===== config.mk =====
export PLATFORM = sky130hd
export DESIGN_NAME = matmul_tile_scheduler
export DESIGN_NICKNAME = d
export VERILOG_FILES = /design/src/rtl/sched_pkg.sv /design/src/rtl/tile_accumulator.sv /design/src/rtl/matmul_tile_scheduler.sv
export SDC_FILE = /design/constraint.sdc
export NUM_CORES = 1
export LEC_CHECK = 0
export ABC_AREA = 1
export ABC_CLOCK_PERIOD_IN_PS = 6370
export CORE_ASPECT_RATIO = 0.9
export CORE_MARGIN = 1.5
export CORE_UTILIZATION = 54
export DETAILED_ROUTE_END_ITERATION = 7
export PLACE_DENSITY = 0.85
export SYNTH_ARGS = -nofsm -noshare
export SYNTH_HDL_FRONTEND = slang
export SYNTH_SLANG_ARGS = --single-unit

===== constraint.sdc =====
create_clock -name clk -period 6.37 [get_ports clk]
set_input_delay 1.274 -clock clk [delete_from_list [all_inputs] [get_ports clk]]
set_output_delay 1.274 -clock clk [all_outputs]
set_load 0.02 [all_outputs]

===== src/rtl/sched_pkg.sv =====
// sched_pkg: shared definitions for the matmul tile scheduler.
//   sched_state_t   - scheduler FSM state encoding
//   SCHED_DATA_W    - default systolic-array result element width
//   SCHED_TILE      - default systolic-array edge (TILE x TILE block)
//   SCHED_ACC_W     - default accumulator element width
package sched_pkg;

  localparam int SCHED_DATA_W = 16;
  localparam int SCHED_TILE   = 2;
  localparam int SCHED_ACC_W  = 32;

  typedef enum logic [2:0] {
    S_IDLE  = 3'd0,
    S_FETCH = 3'd1,
    S_LOAD  = 3'd2,
    S_RUN   = 3'd3,
    S_ACCUM = 3'd4,
    S_EMIT  = 3'd5,
    S_DONE  = 3'd6
  } sched_state_t;

endpackage


===== src/rtl/tile_accumulator.sv =====
// tile_accumulator: per-element clear/accumulate register bank for one
// TILE x TILE output block.
//   clk, rst   - clock, synchronous active-high reset (clears every element)
//   acc_en     - update the bank this cycle
//   acc_first  - first K step: start from zero instead of the held value
//   sa_result  - flattened row-major array result, element e at [e*DATA_W +: DATA_W]
//   acc        - flattened accumulator, element e at [e*ACC_W +: ACC_W]
module tile_accumulator
  import sched_pkg::*;
#(
  parameter int TILE   = SCHED_TILE,
  parameter int DATA_W = SCHED_DATA_W,
  parameter int ACC_W  = SCHED_ACC_W
) (
  input  logic                        clk,
  input  logic                        rst,
  input  logic                        acc_en,
  input  logic                        acc_first,
  input  logic [TILE*TILE*DATA_W-1:0] sa_result,
  output logic [TILE*TILE*ACC_W-1:0]  acc
);

  localparam int ELEMS = TILE * TILE;

  logic [ACC_W-1:0] acc_q [ELEMS];

  for (genvar e = 0; e < ELEMS; e++) begin : g_elem
    logic [ACC_W-1:0] addend;
    logic [ACC_W-1:0] base;

    // zero-extend the array element; the sum wraps modulo 2^ACC_W
    assign addend = ACC_W'(sa_result[e*DATA_W +: DATA_W]);
    assign base   = acc_first ? '0 : acc_q[e];

    always_ff @(posedge clk) begin
      if (rst) begin
        acc_q[e] <= '0;
      end else if (acc_en) begin
        acc_q[e] <= base + addend;
      end
    end

    assign acc[e*ACC_W +: ACC_W] = acc_q[e];
  end

endmodule


===== src/rtl/matmul_tile_scheduler.sv =====
// matmul_tile_scheduler: walks an M x N x K tile space (m outer, n middle,
// k inner), fetching operand tiles, running the systolic array per k step,
// accumulating the block result and streaming each finished output tile.
//   clk, rst                  - clock, synchronous active-high reset
//   cmd_valid/cmd_ready       - command handshake; cmd_m/n/k = tile counts
//   fetch_req/fetch_ack       - tile fetch handshake; fetch_m/n/k = tile indices
//   sa_load/sa_start/sa_done  - systolic array control; sa_result = block result
//   out_valid/out_ready       - output tile stream; out_data, out_m, out_n
//   cmd_done                  - one-cycle pulse at command completion
//   err                       - sticky RUN watchdog error
// Build option: define SCHED_TIMEOUT_EN to enable the RUN watchdog
// (TIMEOUT_CYC cycles); otherwise RUN waits forever and err is tied low.
//
// state | meaning
// IDLE  | cmd_ready high, waiting for a command
// FETCH | fetch_req high until fetch_ack
// LOAD  | one-cycle sa_load pulse
// RUN   | sa_start high until sa_done (or watchdog expiry)
// ACCUM | fold sa_result into the accumulator, pick next k or emit
// EMIT  | out_valid high until out_ready, then next (m,n) or finish
// DONE  | one-cycle cmd_done pulse
module matmul_tile_scheduler
  import sched_pkg::*;
#(
  parameter int DATA_W      = SCHED_DATA_W,
  parameter int TILE        = SCHED_TILE,
  parameter int CNT_W       = 8,
  parameter int ACC_W       = SCHED_ACC_W,
  parameter int TIMEOUT_CYC = 64
) (
  input  logic                        clk,
  input  logic                        rst,
  input  logic                        cmd_valid,
  output logic                        cmd_ready,
  input  logic [CNT_W-1:0]            cmd_m,
  input  logic [CNT_W-1:0]            cmd_n,
  input  logic [CNT_W-1:0]            cmd_k,
  output logic                        fetch_req,
  input  logic                        fetch_ack,
  output logic [CNT_W-1:0]            fetch_m,
  output logic [CNT_W-1:0]            fetch_n,
  output logic [CNT_W-1:0]            fetch_k,
  output logic                        sa_load,
  output logic                        sa_start,
  input  logic                        sa_done,
  input  logic [TILE*TILE*DATA_W-1:0] sa_result,
  output logic                        out_valid,
  input  logic                        out_ready,
  output logic [TILE*TILE*ACC_W-1:0]  out_data,
  output logic [CNT_W-1:0]            out_m,
  output logic [CNT_W-1:0]            out_n,
  output logic                        cmd_done,
  output logic                        err
);

  if (ACC_W < DATA_W) begin : g_bad_acc_w
    $error("ACC_W must be at least DATA_W");
  end
  if (TIMEOUT_CYC < 1) begin : g_bad_timeout
    $error("TIMEOUT_CYC must be at least 1");
  end

  sched_state_t state_q, state_d;

  logic [CNT_W-1:0] lat_m, lat_n, lat_k;
  logic [CNT_W-1:0] m_q, n_q, k_q;
  logic             k_last, n_last, m_last;
  logic             cmd_zero;
  logic             wd_expired;

  assign k_last   = (k_q == lat_k - CNT_W'(1));
  assign n_last   = (n_q == lat_n - CNT_W'(1));
  assign m_last   = (m_q == lat_m - CNT_W'(1));
  assign cmd_zero = (cmd_m == '0) || (cmd_n == '0) || (cmd_k == '0);

`ifdef SCHED_TIMEOUT_EN
  localparam int WD_W = $clog2(TIMEOUT_CYC + 1);

  logic [WD_W-1:0] wd_q;
  logic            err_q;

  // down-counter armed in LOAD; terminal count reached on the
  // TIMEOUT_CYC-th RUN cycle
  assign wd_expired = (state_q == S_RUN) && !sa_done && (wd_q == '0);

  always_ff @(posedge clk) begin
    if (rst) begin
      wd_q  <= '0;
      err_q <= 1'b0;
    end else begin
      if (state_q == S_LOAD) begin
        wd_q <= WD_W'(TIMEOUT_CYC - 1);
      end else if (state_q == S_RUN && wd_q != '0) begin
        wd_q <= wd_q - WD_W'(1);
      end
      if (wd_expired) begin
        err_q <= 1'b1;
      end
    end
  end

  assign err = err_q;
`else
  assign wd_expired = 1'b0;
  assign err        = 1'b0;
`endif

  always_ff @(posedge clk) begin
    if (rst) begin
      state_q <= S_IDLE;
    end else begin
      state_q <= state_d;
    end
  end

  always_comb begin
    state_d   = state_q;
    cmd_ready = 1'b0;
    fetch_req = 1'b0;
    sa_load   = 1'b0;
    sa_start  = 1'b0;
    out_valid = 1'b0;
    cmd_done  = 1'b0;
    case (state_q)
      S_IDLE: begin
        cmd_ready = 1'b1;
        if (cmd_valid) begin
          state_d = cmd_zero ? S_DONE : S_FETCH;
        end
      end
      S_FETCH: begin
        fetch_req = 1'b1;
        if (fetch_ack) begin
          state_d = S_LOAD;
        end
      end
      S_LOAD: begin
        sa_load = 1'b1;
        state_d = S_RUN;
      end
      S_RUN: begin
        sa_start = 1'b1;
        if (sa_done) begin
          state_d = S_ACCUM;
        end else if (wd_expired) begin
          state_d = S_DONE;
        end
      end
      S_ACCUM: begin
        state_d = k_last ? S_EMIT : S_FETCH;
      end
      S_EMIT: begin
        out_valid = 1'b1;
        if (out_ready) begin
          state_d = (n_last && m_last) ? S_DONE : S_FETCH;
        end
      end
      S_DONE: begin
        cmd_done = 1'b1;
        state_d  = S_IDLE;
      end
      default: begin
        state_d = S_IDLE;
      end
    endcase
  end

  always_ff @(posedge clk) begin
    if (rst) begin
      lat_m <= '0;
      lat_n <= '0;
      lat_k <= '0;
      m_q   <= '0;
      n_q   <= '0;
      k_q   <= '0;
    end else begin
      case (state_q)
        S_IDLE: begin
          if (cmd_valid) begin
            lat_m <= cmd_m;
            lat_n <= cmd_n;
            lat_k <= cmd_k;
            m_q   <= '0;
            n_q   <= '0;
            k_q   <= '0;
          end
        end
        S_ACCUM: begin
          if (!k_last) begin
            k_q <= k_q + CNT_W'(1);
          end
        end
        S_EMIT: begin
          if (out_ready) begin
            k_q <= '0;
            if (n_last) begin
              n_q <= '0;
              // after the final tile the indices fall back to zero
              m_q <= m_last ? '0 : m_q + CNT_W'(1);
            end else begin
              n_q <= n_q + CNT_W'(1);
            end
          end
        end
        default: begin
        end
      endcase
    end
  end

  assign fetch_m = m_q;
  assign fetch_n = n_q;
  assign fetch_k = k_q;
  assign out_m   = m_q;
  assign out_n   = n_q;

  tile_accumulator #(
    .TILE   (TILE),
    .DATA_W (DATA_W),
    .ACC_W  (ACC_W)
  ) u_acc (
    .clk       (clk),
    .rst       (rst),
    .acc_en    (state_q == S_ACCUM),
    .acc_first (k_q == '0),
    .sa_result (sa_result),
    .acc       (out_data)
  );

endmodule


**After elaboration in Yosys (flattened, before gate mapping)**

Memory sizes are Yosys's and may differ from the RTL's.
Cells that the tools add are included.

- Equal/unequal tests: 15
- Add/subtract/negate cells: 10
- Reductions and logical operators: 15
- Mux-type cells: 38
- Bitwise gates (word level): 4

Operators by type and width:

| operator | number |
|---|---|
| 32-bit two-way mux | 8 |
| 32-bit by 16-bit adder with 32-bit output | 4 |
| 8-bit two-way mux | 8 |
| 8-bit logical NOT | 4 |
| 8-bit one-hot mux with 2 select lines | 2 |
| 8-bit by 1-bit adder with 8-bit output (second input constant) | 3 |
| 8-bit == test | 3 |
| 8-bit one-hot mux with 3 select lines | 1 |
| 8-bit by 1-bit subtractor with 8-bit output (second input constant) | 3 |
| 3-bit two-way mux | 7 |
| 3-bit one-hot mux with 6 select lines | 1 |
| 2-bit != test (second input constant) | 6 |
| 4-bit AND reduction | 3 |
| 1-bit two-way mux | 11 |
| 3-bit == test (second input constant) | 3 |
| 3-bit by 2-bit == test with 1-bit output (second input constant) | 2 |
| 1-bit OR | 4 |
| 3-bit by 1-bit == test with 1-bit output (second input constant) | 1 |
| 3-bit logical NOT | 1 |
| 3-bit AND reduction | 1 |
| 3-bit nonzero test | 1 |
| 1-bit logical OR | 2 |
| 2-bit AND reduction | 1 |
| 2-bit nonzero test | 1 |
| 1-bit logical AND | 1 |

- Input bits: 94
- Logic and storage cells: 90
- RAM bits: 128
- Register bits: 51
- Memories kept: 1
- Output and inout port bits: 175

Memories:

| name | words | width | rd ports | clocked after memory_dff | wr ports | line | RTL |
|---|---|---|---|---|---|---|---|
| u_acc.acc_q | 4 | 32 | 4 | 0 | 4 | tile_accumulator.sv:25 | `logic [ACC_W-1:0] acc_q [ELEMS];` |

**Longest topological paths before layout**

- Depth after elaboration: 6
- Mapped depth: 23
- Depth with buffers taken out: 20

**Cells and area by module**

Synthesis repeated with hierarchy kept, for this count alone.

- Cell total of the unflattened synthesis: 2483
- Area total of the unflattened synthesis: 15472.3 sq um

By module, submodules not included:

| module | area an instance (sq um) | instances | cells each | sequential area each (sq um) |
|---|---|---|---|---|
| tile_accumulator | 11933.9 | 1 | 1918 | 3843.7 |
| matmul_tile_scheduler | 3538.4 | 1 | 565 | 1021.0 |

**Worst setup path before layout**

No wires, ideal clock.

- Kind: input -> register
- Start: in rst
- End: mem u_acc.acc_q[0][0] in the netlist's numbering, enable pin
- Buffers on the path: 1
- Data arrival time: 3.725 ns
- Stages on the path: 3
- Data required time: 5.255 ns
- Setup time: 1.115 ns
- Path slack: 1.530 ns
- Cell sequence: inv_1 -> clkbuf_1 -> nand2_1

RTL lines:

| item | line | RTL |
|---|---|---|
| start: declaration | matmul_tile_scheduler.sv:32 | `input logic rst,` |
| end: declaration | tile_accumulator.sv:25 |  |

==> results.txt <==
----------------------------------------------------
[GRT]
  Number of global-route vias before repair ... 13,178
  Total routing usage reported by global routing ... 28.97%
  Sum of overflow across all layers after global routing ... 0
  Largest net degree at the start of global routing ... 94
  Antenna violations before repair ... 0
  Wire length of the first global-routing pass ... 62,200 um

[Clock network]
  CTS buffer count ... 17
  Post-CTS Repair Setup Buffers ... 0
  Clk slew on worst S/H paths ... 0.07 ns
  Hold buffer count at CTS ... 0
  Post-cts gate resize count ... 0
  Clock tree from TritonCTS ... built
  Number of levels in the clock H-tree ... 4
  Number of buffers between clock root and the deepest sink ... 2
  Insertion delay of the later-clocked pin in the worst-skew pair ... 0.44 ns
  Buffer type at the clock tree root ... sky130_fd_sc_hd__clkbuf_16
  Clock sink count ... 179

[Critical path]
  Start-to-end type of the worst setup path ... reg -> reg
  Endpoint kind of the worst setup timing path ... register
  Worst Path Max Fanout ... 28
  Worst path required time ... 6.56 ns
  Worst Reg2Reg Path Length in Cells ... 18
  Critical path startpoint category ... register
  Crit path DAT ... 4.14 ns

[Power]
  Worst vdd ir ... 0.1933 mV
  Leakage ... 7.237 nW
  Power per standard cell area ... 243.4 mW/mm2

[Synthesis]
  Synthesized instance count ... 1,956
  Most frequent cells after synthesis ... sky130_fd_sc_hd__nand2_1, sky130_fd_sc_hd__nor2_1, sky130_fd_sc_hd__inv_1
  Number of enable-type register cells in the synthesized netlist ... 128
  Cell accounting for the most synthesized area ... sky130_fd_sc_hd__edfxtp_1
  Syn avg cell area ... 7.049 um2
  Predominant post-synthesis flop cell ... sky130_fd_sc_hd__edfxtp_1
  Post-Syn Nets ... 2,125
  Fraction of synthesized cell area taken by the top area cell type ... 27.88%
  Syn Std Cell Area ... 0.01379 mm2
  Most area-consuming cells after synthesis ... sky130_fd_sc_hd__edfxtp_1, sky130_fd_sc_hd__nand2_1, sky130_fd_sc_hd__nor2_1, sky130_fd_sc_hd__dfxtp_1, sky130_fd_sc_hd__a21oi_1
  Most common cell in the netlist ... sky130_fd_sc_hd__nand2_1
  Synth Warn # ... 0
  Distinct cell type count after synthesis ... 50
  Synthesized flop and latch total ... 179
  Post-synthesis async set-or-reset flop share ... 0%
  Portion of the post-synthesis area used by sequential elements ... 35.28%

[Die]
  Initial Util ... 54.89%
  Die boundary height ... 154.6 um
  Num ports ... 269
  Die outline width ... 171.4 um
  Floorplan die area ... 0.02650 mm2
  Core area ... 0.02512 mm2
  Cell row count ... 55

[Route]
  Count of nets left with antenna violations after detail routing ... 0
  Total number of vias ... 13,894
  Length of the first detailed-routing pass in iterations ... 5
  Routed length per instance ... 15.07 um
  Vias per Instance ... 5.457
  DRT iter0 DRCs ... 1,321
  Routed wire length ... 38,360 um
  Drt drc ... 0

[Cells and area]
  # diodes ... 0
  Filler cells ... 2,054
  Sequential cell area ... 0.004865 mm2
  Final Net Count ... 2,360
  Fraction of layout cells with a size suffix above 1 ... 6.307%
  Area occupied by multi-input gates ... 0.007523 mm2
  Final design area excluding fillers ... 0.01718 mm2
  P&R area growth vs syn ... 24.62%

[Placed design]
  DP Area ... 0.01660 mm2
  Post-DP HPWL ... 28,590 um
  Weighted congestion at the end of routability-driven global placement ... 0.9429
  Port buffer count ... 267

[Timing]
  Final Hold Viols ... 0
  Worst slew pin tran ... 1.071 ns
  Final period utilization ... 62.01%
  Highest attainable clock frequency ... 253.2 MHz
  Setup total negative slack ... 0 ns
  Min cycle time layout ... 3.950 ns
  Max-slew headroom ... 28.40%
  Post-route clock skew ... 0.01652 ns
  Setup repair after global routing missed its margin ... no
  Final-report setup violation count ... 0
  Final slew viol count ... 0

[Min path]
  Hold Path Class ... reg -> reg
  Min-Delay Path Depth ... 2

[Run status]
  Result of the run ... completed

[Run]
  Max Cap Viol ... 0

----------------------------------------------------
final timing paths:
check | startpoint | slack, ns | endpoint
worst max-delay path | fetch_k[0]$_SDFFE_PP0P_ | 2.42 | u_acc.acc_q[0][31]$_SDFFCE_PN0P_
worst min-delay path | lat_k[1]$_SDFFE_PP0P_ | 0.49 | lat_k[1]$_SDFFE_PP0P_
worst max register to register | fetch_k[0]$_SDFFE_PP0P_ | 2.42 | u_acc.acc_q[0][31]$_SDFFCE_PN0P_
worst min register to register | lat_k[1]$_SDFFE_PP0P_ | 0.49 | lat_k[1]$_SDFFE_PP0P_
metrics by stage:
stage	worst slack, ns	instances	utilization (%)	total power (W)	hold WS, ns
floorplan	1.530	1956	-	0.002653	0.4479
global placement	2.416	2514	66.09	0.003035	0.4633
detailed placement	2.355	2514	66.09	0.003092	0.4769
CTS	2.438	2546	68.41	0.004165	0.4871
global route	2.094	2546	68.41	0.004434	0.5187
finish	2.420	2546	68.41	0.004183	0.4854
layer usage:
layer / vias to the layer above / track usage [%] / wire (um)
li1: 6889 / - / -
met1: 6335 / 36.01 / 16010
met2: 604 / 49.76 / 18080
met3: 66 / 6.372 / 3376
met4: 0 / 9.273 / 890
met5: - / 0 / 0
report_power, final:
| part | internal (W) | switching, W |
|---|---|---|
| logic | 0.000561 | 0.00111 |
| clock network | 0.000585 | 0.000497 |
| registers | 0.00134 | 0.0000922 |
layout by cell type (no fill, tap or decap), types with 4 or more instances in the layout:
master,instances
sky130_fd_sc_hd__a21o_1,7
sky130_fd_sc_hd__a21oi_1,199
sky130_fd_sc_hd__buf_4,6
sky130_fd_sc_hd__clkbuf_16,17
sky130_fd_sc_hd__clkdlybuf4s50_1,267
sky130_fd_sc_hd__clkinvlp_4,4
sky130_fd_sc_hd__dfxtp_1,51
sky130_fd_sc_hd__edfxtp_1,128
sky130_fd_sc_hd__fa_1,4
sky130_fd_sc_hd__ha_1,71
sky130_fd_sc_hd__inv_1,255
sky130_fd_sc_hd__inv_2,20
sky130_fd_sc_hd__nand2_1,384
sky130_fd_sc_hd__nand2_2,25
sky130_fd_sc_hd__nand2_4,4
sky130_fd_sc_hd__nand3_1,119
sky130_fd_sc_hd__nand3_2,9
sky130_fd_sc_hd__nand4_1,22
sky130_fd_sc_hd__nor2_1,306
sky130_fd_sc_hd__nor2_2,23
sky130_fd_sc_hd__nor2_4,4
sky130_fd_sc_hd__nor2_8,4
sky130_fd_sc_hd__nor3_1,31
sky130_fd_sc_hd__nor3_2,5
sky130_fd_sc_hd__nor4_1,6
sky130_fd_sc_hd__o21a_1,20
sky130_fd_sc_hd__o21ai_0,112
sky130_fd_sc_hd__o21ai_1,14
sky130_fd_sc_hd__o21bai_1,11
sky130_fd_sc_hd__xnor2_1,14
sky130_fd_sc_hd__xor2_1,23
critical path: stages, from the launching register on:
cell and delay (ns):
sky130_fd_sc_hd__dfxtp_1 0.35, sky130_fd_sc_hd__inv_1 0.14, sky130_fd_sc_hd__ha_1 0.21, sky130_fd_sc_hd__nand2_4 0.08, sky130_fd_sc_hd__nor2_8 0.43, sky130_fd_sc_hd__buf_4 0.50, sky130_fd_sc_hd__nor2_1 0.09, sky130_fd_sc_hd__ha_1 0.37
sky130_fd_sc_hd__nand3_1 0.11, sky130_fd_sc_hd__nand2_1 0.12, sky130_fd_sc_hd__inv_1 0.06, sky130_fd_sc_hd__o21ai_0 0.45, sky130_fd_sc_hd__nand2_1 0.12, sky130_fd_sc_hd__nand2_1 0.18, sky130_fd_sc_hd__nand3b_1 0.10, sky130_fd_sc_hd__nand2_1 0.16
sky130_fd_sc_hd__nand3_1 0.09, sky130_fd_sc_hd__nand2_1 0.07, sky130_fd_sc_hd__nor2_1 0.06
cell families (layout without fill, tap and decap cells):
| kind of cell | count (synthesis) | after routing | share of synthesized area, % |
|---|---|---|---|
| simple gates | 957 | 957 | 30.74 |
| compound gates | 372 | 372 | 14.32 |
| buf+inv | 335 | 583 | 10.26 |
| flops | 179 | 179 | 35.28 |
| fa+ha+maj | 75 | 75 | 7.024 |
| xor+xnor | 37 | 37 | 2.350 |
| other cells | 1 | 1 | 0.02720 |
cell type report:
type	count	area share, %
clock inverters	14	0.8884
flip-flops and latches	179	28.31
clock buffers	18	2.498
multi-input cells	1442	43.79
repair buffers	274	15.93
well taps	342	2.490
inverters	277	6.095
registers in the layout, indices dropped and copies added, names as in the netlist:
name,cells
fetch_m,8
lat_m,8
u_acc.acc_q,128
state_q,3
lat_k,8
fetch_n,8
fetch_k,8
lat_n,8
Power figures use the tool's default switching activity.
